**src/rtl/fifo_arb_pkg.sv**
```systemverilog
// Shared types and helpers for the fifo enqueue arbiter.
//   arb_state_e : grant lock state (only used when FIFO_ARB_BURST_EN is defined)
//   N_REQ_MAX   : largest supported requester count
//   BURST_CNT_W : width of the burst beat counter
//   wrap_inc    : modulo-n increment of a requester index
package fifo_arb_pkg;

    typedef enum logic {
        ARB_IDLE,
        ARB_LOCK
    } arb_state_e;

    localparam int unsigned N_REQ_MAX   = 16;
    localparam int unsigned BURST_CNT_W = 4;

    // Explicit compare instead of '%' so non-power-of-2 counts wrap correctly.
    function automatic logic [BURST_CNT_W-1:0] wrap_inc(input logic [BURST_CNT_W-1:0] ptr,
                                                        input int unsigned n);
        return (ptr == BURST_CNT_W'(n - 1)) ? '0 : ptr + 1'b1;
    endfunction

endpackage

```
**src/rtl/fifo_enq_arbiter_if.sv**
```systemverilog
// Bundle between N_REQ producers, the arbiter and a shared fifo enqueue port.
//   req_valid/req_data/req_ready : per-requester handshake (requester i at slice i)
//   valid_enq/data_enq/ready_enq : fifo enqueue handshake
//   grant_id                     : index of the current grant, 0 when nothing is valid
// Modports: master = arbiter side, slave = producers + fifo side.
interface fifo_enq_arbiter_if #(
    parameter int unsigned N_REQ      = 4,
    parameter int unsigned DATA_WIDTH = 32
);
    localparam int unsigned ID_WIDTH = $clog2(N_REQ);

    logic [N_REQ-1:0]            req_valid;
    logic [N_REQ*DATA_WIDTH-1:0] req_data;
    logic [N_REQ-1:0]            req_ready;
    logic                        valid_enq;
    logic [DATA_WIDTH-1:0]       data_enq;
    logic                        ready_enq;
    logic [ID_WIDTH-1:0]         grant_id;

    modport master (
        input  req_valid, req_data, ready_enq,
        output req_ready, valid_enq, data_enq, grant_id
    );

    modport slave (
        output req_valid, req_data, ready_enq,
        input  req_ready, valid_enq, data_enq, grant_id
    );
endinterface

```
**src/rtl/rr_prio_enc.sv**
```systemverilog
// Rotating priority encoder: first set bit of req searching start, start+1, ...
// wrapping N-1 -> 0.
//   req     : request vector
//   start   : highest-priority index this cycle
//   gnt_oh  : one-hot grant (zero when no request)
//   gnt_idx : grant index (zero when no request)
//   any     : at least one request present
module rr_prio_enc #(
    parameter int unsigned N = 4
) (
    input  logic [N-1:0]         req,
    input  logic [$clog2(N)-1:0] start,
    output logic [N-1:0]         gnt_oh,
    output logic [$clog2(N)-1:0] gnt_idx,
    output logic                 any
);
    localparam int unsigned IW = $clog2(N);

    int unsigned   idx;
    logic [IW-1:0] idx_w;

    always_comb begin
        gnt_oh  = '0;
        gnt_idx = '0;
        any     = 1'b0;
        idx     = 0;
        idx_w   = '0;
        for (int unsigned off = 0; off < N; off++) begin
            idx = 32'(start) + off;
            if (idx >= N) begin
                idx = idx - N;
            end
            idx_w = IW'(idx);
            if (!any && req[idx_w]) begin
                any            = 1'b1;
                gnt_oh[idx_w]  = 1'b1;
                gnt_idx        = idx_w;
            end
        end
    end
endmodule

```
**src/rtl/fifo_enq_arbiter.sv**
```systemverilog
// Round-robin arbiter sharing one fifo enqueue port among N_REQ requesters.
// Grant is combinational; the only state is the round-robin pointer, plus the
// lock state, owner and beat counter when FIFO_ARB_BURST_EN is defined (an owner
// then keeps the grant for up to MAX_BURST beats while it stays valid).
//   clk    : clock, rising edge
//   rst_sH : synchronous active-high reset; forces all outputs to zero while high
//   bus    : fifo_enq_arbiter_if master modport (requester + fifo handshakes)
module fifo_enq_arbiter #(
    parameter int unsigned DATA_WIDTH = 32,
    parameter int unsigned N_REQ      = 4,
    parameter int unsigned MAX_BURST  = 4
) (
    input  logic                clk,
    input  logic                rst_sH,
    fifo_enq_arbiter_if.master  bus
);
    import fifo_arb_pkg::*;

    localparam int unsigned ID_WIDTH = $clog2(N_REQ);

    if (N_REQ < 2 || N_REQ > N_REQ_MAX || MAX_BURST < 1 || MAX_BURST > 15) begin : g_bad_param
        $error("fifo_enq_arbiter: N_REQ or MAX_BURST out of range");
    end

    function automatic logic [ID_WIDTH-1:0] inc_ptr(input logic [ID_WIDTH-1:0] p);
        return ID_WIDTH'(wrap_inc(BURST_CNT_W'(p), N_REQ));
    endfunction

    logic [ID_WIDTH-1:0]   rr_ptr_q, rr_ptr_d;
    logic [ID_WIDTH-1:0]   start_ptr;
    logic [ID_WIDTH-1:0]   gnt_idx;
    logic [N_REQ-1:0]      gnt_oh;
    logic                  any;
    logic                  xfer;
    logic [DATA_WIDTH-1:0] data_mux;

    assign xfer = any & bus.ready_enq;

`ifdef FIFO_ARB_BURST_EN
    arb_state_e             state_q, state_d;
    logic [ID_WIDTH-1:0]    owner_q, owner_d;
    logic [BURST_CNT_W-1:0] cnt_q, cnt_d;
    logic                   owner_hold;

    assign owner_hold = (state_q == ARB_LOCK) && bus.req_valid[owner_q];

    // Starting the search at the owner forces the grant to it; once it drops,
    // searching from owner+1 gives the same-cycle round-robin fallback.
    always_comb begin
        start_ptr = rr_ptr_q;
        if (state_q == ARB_LOCK) begin
            start_ptr = owner_hold ? owner_q : inc_ptr(owner_q);
        end
    end
`else
    assign start_ptr = rr_ptr_q;
`endif

    rr_prio_enc #(.N(N_REQ)) u_enc (
        .req     (bus.req_valid),
        .start   (start_ptr),
        .gnt_oh  (gnt_oh),
        .gnt_idx (gnt_idx),
        .any     (any)
    );

    always_comb begin
        data_mux = '0;
        for (int unsigned i = 0; i < N_REQ; i++) begin
            data_mux = data_mux | ({DATA_WIDTH{gnt_oh[i]}} & bus.req_data[i*DATA_WIDTH +: DATA_WIDTH]);
        end
        if (rst_sH) begin
            bus.valid_enq = 1'b0;
            bus.req_ready = '0;
            bus.grant_id  = '0;
            bus.data_enq  = '0;
        end else begin
            bus.valid_enq = any;
            bus.req_ready = gnt_oh & {N_REQ{bus.ready_enq}};
            bus.grant_id  = gnt_idx;
            bus.data_enq  = data_mux;
        end
    end

`ifdef FIFO_ARB_BURST_EN
    always_comb begin
        rr_ptr_d = rr_ptr_q;
        state_d  = state_q;
        owner_d  = owner_q;
        cnt_d    = cnt_q;
        case (state_q)
            ARB_IDLE: begin
                if (xfer) begin
                    if (MAX_BURST > 1) begin
                        state_d = ARB_LOCK;
                        owner_d = gnt_idx;
                        cnt_d   = BURST_CNT_W'(1);
                    end else begin
                        rr_ptr_d = inc_ptr(gnt_idx);
                    end
                end
            end
            ARB_LOCK: begin
                if (!owner_hold) begin
                    // Owner left: a fallback beat this cycle moves the pointer past it.
                    state_d  = ARB_IDLE;
                    cnt_d    = '0;
                    rr_ptr_d = xfer ? inc_ptr(gnt_idx) : inc_ptr(owner_q);
                end else if (xfer) begin
                    if (cnt_q + 1'b1 == BURST_CNT_W'(MAX_BURST)) begin
                        state_d  = ARB_IDLE;
                        cnt_d    = '0;
                        rr_ptr_d = inc_ptr(owner_q);
                    end else begin
                        cnt_d = cnt_q + 1'b1;
                    end
                end
            end
            default: state_d = ARB_IDLE;
        endcase
    end

    always_ff @(posedge clk) begin
        if (rst_sH) begin
            rr_ptr_q <= '0;
            state_q  <= ARB_IDLE;
            owner_q  <= '0;
            cnt_q    <= '0;
        end else begin
            rr_ptr_q <= rr_ptr_d;
            state_q  <= state_d;
            owner_q  <= owner_d;
            cnt_q    <= cnt_d;
        end
    end
`else
    always_comb begin
        rr_ptr_d = rr_ptr_q;
        if (xfer) begin
            rr_ptr_d = inc_ptr(gnt_idx);
        end
    end

    always_ff @(posedge clk) begin
        if (rst_sH) begin
            rr_ptr_q <= '0;
        end else begin
            rr_ptr_q <= rr_ptr_d;
        end
    end
`endif
endmodule

```
**src/flat_wrapper.sv**
```systemverilog
// flat-port wrapper written by rule: the top's interface ports become plain ports
module fifo_enq_arbiter_flat import fifo_arb_pkg::*;
#(
    parameter int unsigned DATA_WIDTH = 32,
    parameter int unsigned N_REQ      = 4,
    parameter int unsigned MAX_BURST  = 4
)
  (clk, rst_sH, bus_req_valid, bus_req_data, bus_ready_enq, bus_req_ready, bus_valid_enq, bus_data_enq, bus_grant_id);
  fifo_enq_arbiter_if #(.N_REQ(N_REQ), .DATA_WIDTH(DATA_WIDTH)) bus_i ();
  input  logic clk;
  input  logic rst_sH;
  input wire logic [$bits(bus_i.req_valid)-1:0] bus_req_valid;
  input wire logic [$bits(bus_i.req_data)-1:0] bus_req_data;
  input wire logic [$bits(bus_i.ready_enq)-1:0] bus_ready_enq;
  output wire logic [$bits(bus_i.req_ready)-1:0] bus_req_ready;
  output wire logic [$bits(bus_i.valid_enq)-1:0] bus_valid_enq;
  output wire logic [$bits(bus_i.data_enq)-1:0] bus_data_enq;
  output wire logic [$bits(bus_i.grant_id)-1:0] bus_grant_id;
  assign bus_i.req_valid = bus_req_valid;
  assign bus_i.req_data = bus_req_data;
  assign bus_i.ready_enq = bus_ready_enq;
  assign bus_req_ready = bus_i.req_ready;
  assign bus_valid_enq = bus_i.valid_enq;
  assign bus_data_enq = bus_i.data_enq;
  assign bus_grant_id = bus_i.grant_id;
  fifo_enq_arbiter #(.DATA_WIDTH(DATA_WIDTH), .N_REQ(N_REQ), .MAX_BURST(MAX_BURST)) u_core (.clk(clk), .rst_sH(rst_sH), .bus(bus_i));
endmodule
```
**config.mk**
```make
export PLATFORM = sky130hd
export DESIGN_NAME = fifo_enq_arbiter_flat
export DESIGN_NICKNAME = d
export VERILOG_FILES = /design/src/rtl/fifo_arb_pkg.sv /design/src/rtl/fifo_enq_arbiter_if.sv /design/src/rtl/rr_prio_enc.sv /design/src/rtl/fifo_enq_arbiter.sv /design/src/flat_wrapper.sv
export SDC_FILE = /design/constraint.sdc
export NUM_CORES = 1
export LEC_CHECK = 0
export CAP_MARGIN = 20
export CORE_MARGIN = 1
export CORE_UTILIZATION = 33
export DETAILED_ROUTE_END_ITERATION = 12
export GPL_ROUTABILITY_DRIVEN = 0
export GPL_TIMING_DRIVEN = 0
export PLACE_DENSITY = 0.82
export RECOVER_POWER = 100
export SYNTH_ARGS = -nofsm -noshare
export SYNTH_HDL_FRONTEND = slang
export SYNTH_SLANG_ARGS = --single-unit
```
**constraint.sdc**
```tcl
create_clock -name clk -period 3.35 [get_ports clk]
set_input_delay 0.67 -clock clk [delete_from_list [all_inputs] [get_ports clk]]
set_output_delay 0.67 -clock clk [all_outputs]
set_load 0.02 [all_outputs]
```
Word-level counts from Yosys, hierarchy flattened. Cells that the tools add are included.

Add/sub/neg operators: 8. $lt $le $gt $ge: 12. Equal/unequal tests: 1. Multiplexer cells: 37. Bitwise gates (word level): 12. Reduce and logical (&&, ||, !) cells: 10.

Operators by type and width (count): bitwise AND 32 bit (4); bitwise OR 32 bit (3); two-way mux 32 bit (1); two-way mux 2 bit (10); two-way mux 4 bit (5); two-way mux 1 bit (13); less-than comparator 2 x 3 -> 1 bit (second input constant) (4); bitwise OR 4 bit (3); greater-or-equal comparator 3 bit (second input constant) (3); binary-select mux 1 bit (select 2 bit) (4); demux 1 bit (select 2 bit) (4); greater-or-equal comparator 2 x 1 -> 1 bit (second input constant) (4); subtractor 2 x 1 -> 2 bit (second input constant) (4); logical AND 1 bit (7); adder 2 x 2 -> 3 bit (second input constant) (2); bitwise AND 4 bit (1); adder 2 x 1 -> 3 bit (second input constant) (1); greater-or-equal comparator 2 x 3 -> 1 bit (second input constant) (1); zero test 1 bit (3); adder 2 x 1 -> 2 bit (second input constant) (1); == test 2 bit (second input constant) (1); bitwise AND 1 bit (1).

Bits in registers: 2. Output and inout port bits: 39. Logic and storage cells: 81.

Longest topological paths before layout.
Word-level depth: 19. Mapped depth: 11. Gate-level depth less buffers: 7.

Hierarchy. A second synthesis with hierarchy kept.

Cells, all modules: 178. Area total of the unflattened synthesis: 1532.7 um^2.

By module, submodules not included: fifo_enq_arbiter (instances 1, cells each 133, area each 1111.1 um^2, sequential area each 40.0 um^2); rr_prio_enc (instances 1, cells each 45, area each 421.7 um^2, sequential area each 0.0 um^2).

Worst setup path before layout. No wires, ideal clock.

Path kind: reg-to-output. Start: register (tool-made name). End: output bus_data_enq[20]. Arrival: 2.747 ns. Required time: 2.680 ns. Slack: -0.067 ns. Cell stages (with the launch flop): 11. Buffers on the path: 3. Path through: dfxtp_1 > buf_6 > buf_2 > inv_1 > ha_1 > mux4_2 > or3b_4 > a221oi_4 > buf_6 > a22oi_1 > nand3_1.

RTL lines: to (decl) (line flat_wrapper.sv:17) `output wire logic [$bits(bus_i.data_enq)-1:0] bus_data_enq;`.

==> impl_metrics.yaml <==
outcome:
  status: "finished with violations"
  violations: "setup timing"
clock_tree:
  path_clk_slew_ns: 0.03
  cts_buffers: 3
  cts.sinks: 2
  htree_levels: 1
  cts_tree: "done"
  clk_latency_ns: 0.21
  clock_path_buffers: 2
  cts_root_buf: "clkbuf_8"
  hold_buffers: 0
synth:
  synthesis.nets: 514
  synthMuxAreaShare: 0.03440
  yosysTopAreaCell: "a22oi_1"
  synth_xor_area_frac: 0.003541
  syn_inst: 371
  ys_seq_area_frac: 0.01619
  synth_area_per_cell_um2: 6.667
  synth_top_family_by_area: "compound AO/OA/AOI/OAI gates"
  synth.distinct_cells: 49
  synthArstFlopShare: 0
  synth-edff-count: 0
  synth_seq_cells: 2
  synthAdderAreaFrac: 0.04047
  synth_top_area_share: 0.3612
  ys_warn_count: 0
  synth-main-ff-cell: "dfxtp_1"
  netlist_area_um2: 2474
  synth_simple_gate_area_frac: 0.2919
  synth-compound-area-share: 0.5169
  synth_area_leaders: "a22oi_1 (36%), nand2_1 (11%), a22oi_2 (5.1%)"
timing:
  fin_setup_tns_ns: -3.480
  finalSetupViolations: 32
  slew_violations: 0
  fin_ws_ns: -0.1277
  rsz0062_at_grt: "true"
  fmax_ghz: 0.2875
  finalClockSkew_ns: 0.003114
  max_slew_margin: 0.5407
  min_period_over_period: 1.038
  hold_viol: 0
  finalCriticalPeriod_ns: 3.478
  tightest_slew_ns: 0.6889
drt:
  vias_per_cell: 6.024
  dr.pass1.iters: 5
  drc: 0
  dr.first_iter.drc_count: 213
  wl_per_cell_um: 18.74
  vias: 4030
  antenna_left: 0
  routed_wl_um: 12540
layout:
  regArea_um2: 47.55
  multi_input_area_um2: 2446
  fill_cells: 615
  fin_nets: 715
  drive_gt1_frac: 0.2895
  stdcell_count: 669
  area_growth_pct: 100.3
  layout_commonest_cell: "clkdlybuf4s50_1"
  final_cell_mix: "clkdlybuf4s50_1 (131), a22oi_1 (99), nand2_1 (72), buf_6 (40), nand3_2 (31)"
  n_antenna_cell: 0
grt:
  antenna_found_initial: 0
  grt_pass1_vias: 3881
  grt_remaining_overflow: 0
  grt_max_degree: 11
  grt.total_usage: 0.2872
  grt_pass1_wl_um: 18030
critical_path:
  rrSetupSlack_ns: 0.92
  start_kind: "flip-flop"
  timing.rr.end: "u_core.rr_ptr_q[1]"
  critical_path_class: "flip-flop to output port"
  arrival_ns: 2.81
  critPathMaxFanout: 10
  required_ns: 2.68
  rr_worst_depth: 10
  critPathCapture: "bus_data_enq[4]"
  cp-end-kind: "output port"
pwr:
  powerDensity_nw_per_um2: 738.4
  p_total_mw: 3.658
  ir_drop_uv: 416.2
  power.leakage_nw: 2.052
die:
  dieHeight_um: 88.58
  ios: 174
  die_w_um: 88.58
  initial_core_util: 0.3410
  dieArea_um2: 7846
  rows: 31
  coreArea_um2: 7253
worst_hold_path:
  min_path_type: "flip-flop to flip-flop"
  hold_path_depth: 3
placed_design:
  hpwlAfterDp_um: 8606
  pre_cts_ws_ns: -1.062
  dp_cells: 643
  io_buffers: 173
run:
  drv_cap: 0
synth_stat cells, drive strengths merged, types with 2 or more instances:
master,count
nand2b,2
clkbuf,25
a221oi,2
a22oi,129
a21oi,12
nor2,15
nor4,2
dfxtp,2
nor3b,3
ha,8
nand3,34
mux4,3
or3b,3
a211oi,2
o211ai,3
inv,9
buf,15
nand2,72
and3b,3
o21ai,6
or2,2
per-layer routing:
metal | global-route usage | wire [um] | vias up
met5 | 0 | 0 | -
met4 | 0.09531 | 250 | 0
met3 | 0.05317 | 1115 | 30
met2 | 0.5406 | 6434 | 217
met1 | 0.3228 | 4738 | 1928
li1 | - | - | 1855
report_power, final:
group / leakage, nW / switching (mW) / total, mW / internal [mW]
Sequential: 0.0178 / 0.0133 / 0.0530 / 0.0397
Clock: 0.0216 / 0.0181 / 0.0940 / 0.0759
Combinational: 2.01 / 1.85 / 3.51 / 1.67
critical path: stages, from the launching register on:
cell	delay, ns
dfxtp_4	0.35
buf_6	0.10
clkinvlp_4	0.10
ha_4	0.28
mux4_2	0.36
buf_6	0.15
or3b_4	0.39
a211oi_4	0.25
buf_6	0.17
buf_8	0.14
a22oi_1	0.11
nand3_2	0.08
buf_6	0.11
through the flow:
step	hold WS, ns	utilization	cell area, um^2
CTS	0.7684	0.6667	4836
global route	0.7764	0.6831	4955
global placement	0.7848	0.6134	4449
detailed placement	0.7776	0.6134	4449
floorplan	0.6965	-	2594
finish	0.7064	0.6831	4955
area by class of cell:
type                       instances  area share
buffer                            38     0.05556
timing repair buffer             198      0.3995
multi-input combinational        320      0.4937
tap                               99     0.02500
clock buffer                       3    0.008333
sequential                         2    0.009596
inverter                           9    0.008333
worst min-delay path by stage:
stage | from | endpoint | slack, ns
2_1_floorplan | u_core.rr_ptr_q[1] | u_core.rr_ptr_q[1] | 0.70
3_3_place_gp | u_core.rr_ptr_q[1] | u_core.rr_ptr_q[1] | 0.78
3_5_place_dp | u_core.rr_ptr_q[1] | u_core.rr_ptr_q[1] | 0.78
4_1_cts | u_core.rr_ptr_q[1] | u_core.rr_ptr_q[1] | 0.77
5_1_grt | u_core.rr_ptr_q[1] | u_core.rr_ptr_q[1] | 0.78
6_report | u_core.rr_ptr_q[1] | u_core.rr_ptr_q[1] | 0.71
cell families (layout without fill, tap and decap cells):
kind of cell,count (synthesis),count (layout)
compound gates,163,163
xor+xnor,1,1
fa+ha+maj,8,8
buf+inv,49,248
flops,2,2
mux,4,4
simple gates,144,144
repair_timing:
item,4_1_cts,5_1_grt
pin swaps,9,16
buffers inserted,21,2
cloned,1,1
gates resized for setup,263,23
setup endpoints to repair,38,37
hold endpoints to repair,0,0
Note: power is estimated with default switching activity, not from simulation.
